**config.mk**
```make
export PLATFORM = sky130hd
export DESIGN_NAME = match_timer
export DESIGN_NICKNAME = d
export VERILOG_FILES = /design/src/rtl/match_timer.sv
export SDC_FILE = /design/constraint.sdc
export NUM_CORES = 1
export LEC_CHECK = 0
export ABC_CLOCK_PERIOD_IN_PS = 4800
export BUFFER_PORTS_ARGS = -buffer_cell sky130_fd_sc_hd__buf_4
export CORE_MARGIN = 2
export CORE_UTILIZATION = 45
export CTS_CLUSTER_DIAMETER = 40
export CTS_CLUSTER_SIZE = 8
export DETAILED_ROUTE_END_ITERATION = 8
export PLACE_DENSITY = 0.7
export SLEW_MARGIN = 20
export SYNTH_ARGS = -nofsm -noshare
export SYNTH_HDL_FRONTEND = slang
export SYNTH_SLANG_ARGS = --single-unit
```
**constraint.sdc**
```tcl
create_clock -name clk -period 4.8 [get_ports clk]
set_clock_uncertainty 0.05 [all_clocks]
set_input_delay 0.72 -clock clk [delete_from_list [all_inputs] [get_ports clk]]
set_output_delay 0.72 -clock clk [all_outputs]
set_load 0.005 [all_outputs]
```
**src/rtl/match_timer.sv**
```systemverilog
// Countdown match timer: reloads from max_time, counts down once per CLK_HZ cycles
// of RUN time, flags expiry, and scans the remaining time as M:SS on a 4-digit display.
module match_timer #(
  parameter int CLK_HZ      = 100_000_000,
  parameter int REFRESH_DIV = 100_000
) (
  input  logic       clk,
  input  logic       reset,
  input  logic [7:0] max_time,
  input  logic       time_en,
  input  logic       time_reset,
  output logic       time_out,
  output logic [7:0] remaining,
  output logic [6:0] seg,
  output logic [3:0] an
);

  localparam int PW = (CLK_HZ > 1) ? $clog2(CLK_HZ) : 1;
  localparam int RW = (REFRESH_DIV > 1) ? $clog2(REFRESH_DIV) : 1;
  localparam logic [PW-1:0] PRESC_LAST   = PW'(CLK_HZ - 1);
  localparam logic [RW-1:0] REFRESH_LAST = RW'(REFRESH_DIV - 1);

  typedef enum logic [1:0] {IDLE, RUN, PAUSE, EXPIRED} state_t;

  state_t        state_q, state_d;
  logic [PW-1:0] presc_q, presc_d;
  logic [7:0]    remaining_q, remaining_d;
  logic          time_out_q, time_out_d;
  logic [RW-1:0] refresh_q, refresh_d;
  logic [1:0]    digit_q, digit_d;
  logic [6:0]    seg_q, seg_d;
  logic [3:0]    an_q, an_d;
  logic          tick;
  logic [3:0]    dig_min, dig_tens, dig_ones;

  function automatic logic [6:0] seg_code(input logic [3:0] v);
    case (v)
      4'd0:    return 7'b1000000;
      4'd1:    return 7'b1111001;
      4'd2:    return 7'b0100100;
      4'd3:    return 7'b0110000;
      4'd4:    return 7'b0011001;
      4'd5:    return 7'b0010010;
      4'd6:    return 7'b0000010;
      4'd7:    return 7'b1111000;
      4'd8:    return 7'b0000000;
      4'd9:    return 7'b0010000;
      default: return 7'b1111111;
    endcase
  endfunction

  assign tick = (state_q == RUN) && (presc_q == PRESC_LAST);

  always_comb begin
    state_d     = state_q;
    presc_d     = presc_q;
    remaining_d = remaining_q;
    time_out_d  = (state_q == EXPIRED);
    if (time_reset) begin
      // Reload wins over everything, including a tick landing this cycle.
      state_d     = IDLE;
      presc_d     = '0;
      remaining_d = max_time;
      time_out_d  = 1'b0;
    end else begin
      case (state_q)
        IDLE: begin
          remaining_d = max_time;
          presc_d     = '0;
          if (time_en) state_d = RUN;
        end
        RUN: begin
          if (remaining_q == 8'd0) begin
            state_d = EXPIRED;
          end else if (tick) begin
            presc_d     = '0;
            remaining_d = remaining_q - 8'd1;
            if (remaining_q == 8'd1) state_d = EXPIRED;
            else if (!time_en)       state_d = PAUSE;
          end else begin
            presc_d = presc_q + PW'(1);
            if (!time_en) state_d = PAUSE;
          end
        end
        PAUSE: begin
          if (time_en) state_d = RUN;
        end
        EXPIRED: begin
          remaining_d = 8'd0;
        end
        default: state_d = IDLE;
      endcase
    end
  end

  assign dig_min  = 4'(remaining_q / 8'd60);
  assign dig_tens = 4'((remaining_q % 8'd60) / 8'd10);
  assign dig_ones = 4'(remaining_q % 8'd10);

  always_comb begin
    refresh_d = refresh_q + RW'(1);
    digit_d   = digit_q;
    if (refresh_q == REFRESH_LAST) begin
      refresh_d = '0;
      digit_d   = digit_q + 2'd1;
    end
    // seg and an both follow digit_q one cycle later, so they switch together.
    an_d = ~(4'b0001 << digit_q);
    case (digit_q)
      2'd0:    seg_d = seg_code(dig_ones);
      2'd1:    seg_d = seg_code(dig_tens);
      2'd2:    seg_d = seg_code(dig_min);
      default: seg_d = 7'b1111111;
    endcase
  end

  always_ff @(posedge clk or posedge reset) begin
    if (reset) begin
      state_q     <= IDLE;
      presc_q     <= '0;
      remaining_q <= 8'd0;
      time_out_q  <= 1'b0;
      refresh_q   <= '0;
      digit_q     <= 2'd0;
      seg_q       <= 7'b1111111;
      an_q        <= 4'b1111;
    end else begin
      state_q     <= state_d;
      presc_q     <= presc_d;
      remaining_q <= remaining_d;
      time_out_q  <= time_out_d;
      refresh_q   <= refresh_d;
      digit_q     <= digit_d;
      seg_q       <= seg_d;
      an_q        <= an_d;
    end
  end

  assign time_out  = time_out_q;
  assign remaining = remaining_q;
  assign seg       = seg_q;
  assign an        = an_q;

endmodule

```
==> impl_summary.md <==
Floorplanning
The total area inside the core boundary comes to 10800 µm². The initial utilization of the core area, before any placement, comes to 46.0%. The top-level I/O count is 32.

After floorplanning, the core was divided into 38 placement rows. The die footprint is 11900 µm². The floorplan step set the die width to 109 µm. The floorplan step set the die height to 109 µm.

Clock network
In this run, post-CTS hold repair placed 0 buffers. The longest clock path from root to sink contains 2 buffers. The TritonCTS clock tree is yes. At the later pin of the worst-skew pair, clock insertion delay measures ~0.36 ns. The tree built by TritonCTS fans out to roughly 70 sinks. Gates resized during post-CTS repair numbered 0. Buffers added to address setup during post-CTS repair amount to 0.

The number of CTS-inserted buffers is 9. The root buffer selected by CTS is sky130_fd_sc_hd__clkbuf_8. The depth of the CTS H-tree is 3.

Clock-pin slew was measured on the worst setup and hold paths at about 0.080 ns.

Pwr
Registers are responsible for about 28% of the overall power. The combinational power share is between 50% and 60%. The total leakage power is 2.38 nW. Internal power comes to about 1.5 mW. The worst-case IR drop observed on VDD is 0.000220 V. The switching power as a share of total power is a little over two fifths. The switching power of the nets is ~1.1 mW. Of the total power, the clock network draws 16.8%. In this run the power density over the cells is 463 nW/µm².

Detailed routing
Summing over every cut layer, the via total after detailed routing is between 4k and 5k. The number of nets with antenna violations after routing is 0. Before antenna repair, the detailed router went through 5 iterations. The post-route DRC violation count is 0.

The total wirelength of the detailed-routed design is 10.8 mm. In the routed layout, each cell is associated on average with a via count of 5.71. After the first detailed-routing iteration, the DRC count stood at 393.

The average detailed-routed wire length per instance is 14.4 µm.

Yosys
The most used standard cell by instance count after synthesis is sky130_fd_sc_hd__nor2_1. In the synthesized netlist, the cells that appear most often are 70 x sky130_fd_sc_hd__nor2_1, 57 x sky130_fd_sc_hd__dfrtp_1, 49 x sky130_fd_sc_hd__nand2_1. The number of unique standard cell types used by synthesis is 69. The Yosys warning count is 0. The share of Yosys cell area claimed by the top area cell type is 28.6%. The mean cell area of the mapped netlist is 8.62 µm². The total of flip-flops plus latches after synthesis is 68.

The mapped cell area is 4990 µm². Sorting the synthesized cells by area gives the leading types as sky130_fd_sc_hd__dfrtp_1 29%, sky130_fd_sc_hd__ha_1 9.3%, sky130_fd_sc_hd__dfstp_2 5.8%. The count of flip-flops with a built-in enable after synthesis is 0. The cell taking the most area after synthesis is sky130_fd_sc_hd__dfrtp_1. For this run, the register share of the synthesized area comes to 34.4%. In the synthesized netlist the dominant register cell turns out to be sky130_fd_sc_hd__dfrtp_1. The post-synthesis cell count is 579.

The total nets after synthesis is about 630. The proportion of synthesized flip-flops having asynchronous set or reset is 100%.

Global routing
The first global-routing pass estimated approximately 19 mm of wire. The total overflow left after global routing is 0. The via count of the first global-routing pass is between 4k and 5k. Across every metal layer, demand over resource in global routing totals about 19%. The pin count of the biggest net entering global routing is 69. The initial antenna violation count was 0.

STA
For the finished layout, the period the worst path requires is 4.21 ns. The transition at the pin with the smallest max-transition slack is 0.857 ns. The number of endpoints failing setup at the final stage is 0. The final count of pins violating max slew is 0.

The highest clock rate is roughly 240 MHz. Setup repair after global routing left no endpoint under its margin. Headroom to the max-slew limit came out at 42.9%. The count of endpoints failing hold in the final timing report came to 0. After layout, the worst path uses 87.6% of the clock period. Summed over all failing endpoints, the final setup total negative slack is 0 ns.

Worst setup path
The startpoint type of the worst setup path is a register. At the worst endpoint, the arrival time is 4.44 ns. For the worst setup path, the data required time is 5.03 ns. The critical path capture point type is a register. The critical-path maximum fanout is 14. The setup slack on the worst flop-to-flop path is 0.59 ns.

The worst setup path is of the register to register kind.

Placed design
Counting tap cells, the placed design contains a total of 732 instances. The congestion estimate from routability-driven global placement came to 0.876. The standard cell area after detailed placement is 5340 µm². In this run the tool buffered the top-level ports with 31 buffer cells. The detailed-placement wirelength estimate is 7.75 mm.

Cells and area
After filler insertion, the fill cell instance count of the layout stands at 1017. The final layout net count is 652. From synthesis to final layout, the design area changed by 10.5%. The design area is 5520 µm². Excluding fillers, the count of instances in the completed layout stands at 748. Cells with a size suffix above 1 make up between 10 and 15% of the layout.

The repair_antennas step left the layout with diodes totalling 0.

Run status
The flow ran to the end, and the final reports show no timing, DRC or antenna violations.

Run
The number of max-capacitance violations reported is 0.

Min path
The worst hold path class is register to register.
==> worst max-delay path: stages, from the launching register on <==
cell and delay [ns]:
sky130_fd_sc_hd__dfrtp_1 0.45, sky130_fd_sc_hd__ha_1 0.54, sky130_fd_sc_hd__and3_1 0.35, sky130_fd_sc_hd__nor2_1 0.09, sky130_fd_sc_hd__a21oi_1 0.37, sky130_fd_sc_hd__a211o_1 0.21, sky130_fd_sc_hd__o311ai_4 0.13, sky130_fd_sc_hd__xnor2_1 0.17
sky130_fd_sc_hd__a311o_1 0.42, sky130_fd_sc_hd__maj3_2 0.37, sky130_fd_sc_hd__o21a_1 0.22, sky130_fd_sc_hd__ha_1 0.18, sky130_fd_sc_hd__mux2_2 0.25, sky130_fd_sc_hd__a221oi_1 0.22, sky130_fd_sc_hd__o21ai_1 0.10
==> per-layer routing <==
metal,GRT usage (%),part of all wire (%),vias to the layer above
met1,24.8,45,2042
met5,0,0,-
met2,32.8,49,105
met3,3.32,4.7,18
met4,7.50,1.6,0
li1,-,-,2103
==> power by group through the flow <==
stage,Sequential [mW],Clock (mW),Combinational [mW]
2_1_floorplan,0.696,0,1.09
3_3_place_gp,0.721,0,1.36
3_5_place_dp,0.724,0,1.40
4_1_cts,0.713,0.444,1.41
5_1_grt,0.721,0.459,1.57
6_report,0.713,0.429,1.41
==> final timing paths <==
check | start | to | depth (start not counted)
min in group asynchronous | reset | digit_q[0] | 3
worst min register to register | refresh_q[0] | refresh_q[0] | 1
worst max-delay path | remaining[5] | seg[0] | 14
max in group asynchronous | reset | state_q[0] | 3
worst min-delay path | refresh_q[0] | refresh_q[0] | 1
worst max register to register | remaining[5] | seg[0] | 14
==> state kept, by name, indices dropped and copies added, names as in the netlist <==
register	count
refresh_q	17
seg	7
state_q	2
digit_q	2
remaining	8
presc_q	27
time_out	1
an	4
==> cell usage in the layout, fill, tap and decap left out, drive strengths merged, types with 5 or more instances in the layout <==
master	n
nand4	6
inv	28
a221oi	6
xnor2	20
nand2b	10
nor4	5
a31oi	11
o21a	5
nor2	70
dfstp	11
ha	37
nand3	31
dfrtp	57
buf	40
nor3	16
nor2b	9
a21oi	26
nand2	49
clkbuf	15
and3	10
o22ai	6
mux2i	8
mux2	6
xor2	23
and2	5
o21ai	38
==> stage by stage <==
| step | worst slack (ns) | hold WS (ns) | utilization (%) | total power [mW] |
|---|---|---|---|---|
| after floorplan | 0.919 | 0.396 | - | 1.79 |
| after global placement | 0.812 | 0.416 | 49.3 | 2.08 |
| after detailed placement | 0.654 | 0.430 | 49.3 | 2.12 |
| after CTS | 0.630 | 0.439 | 50.9 | 2.57 |
| after global routing | 0.362 | 0.458 | 50.9 | 2.75 |
| final | 0.593 | 0.436 | 50.9 | 2.55 |
==> area by class of cell <==
cell class	count	area (µm²)	area share, %
clock buffers	15	166	3.02
inverters	28	105	1.91
flip-flops and latches	68	1720	31.1
multi-input cells	456	3050	55.2
clock inverters	1	7.51	0.136
repair buffers	40	300	5.44
well taps	140	175	3.18
==> logic make-up after synthesis <==
group / synth area share, %
buffers and inverters: 4.61
flip-flops: 34.4
adder cells (fa/ha/maj): 9.50
AND/OR/NAND/NOR: 22.6
AO/OA/AOI/OAI: 18.2
XOR/XNOR: 7.55
multiplexers: 3.21
Power figures use the tool's default switching activity.
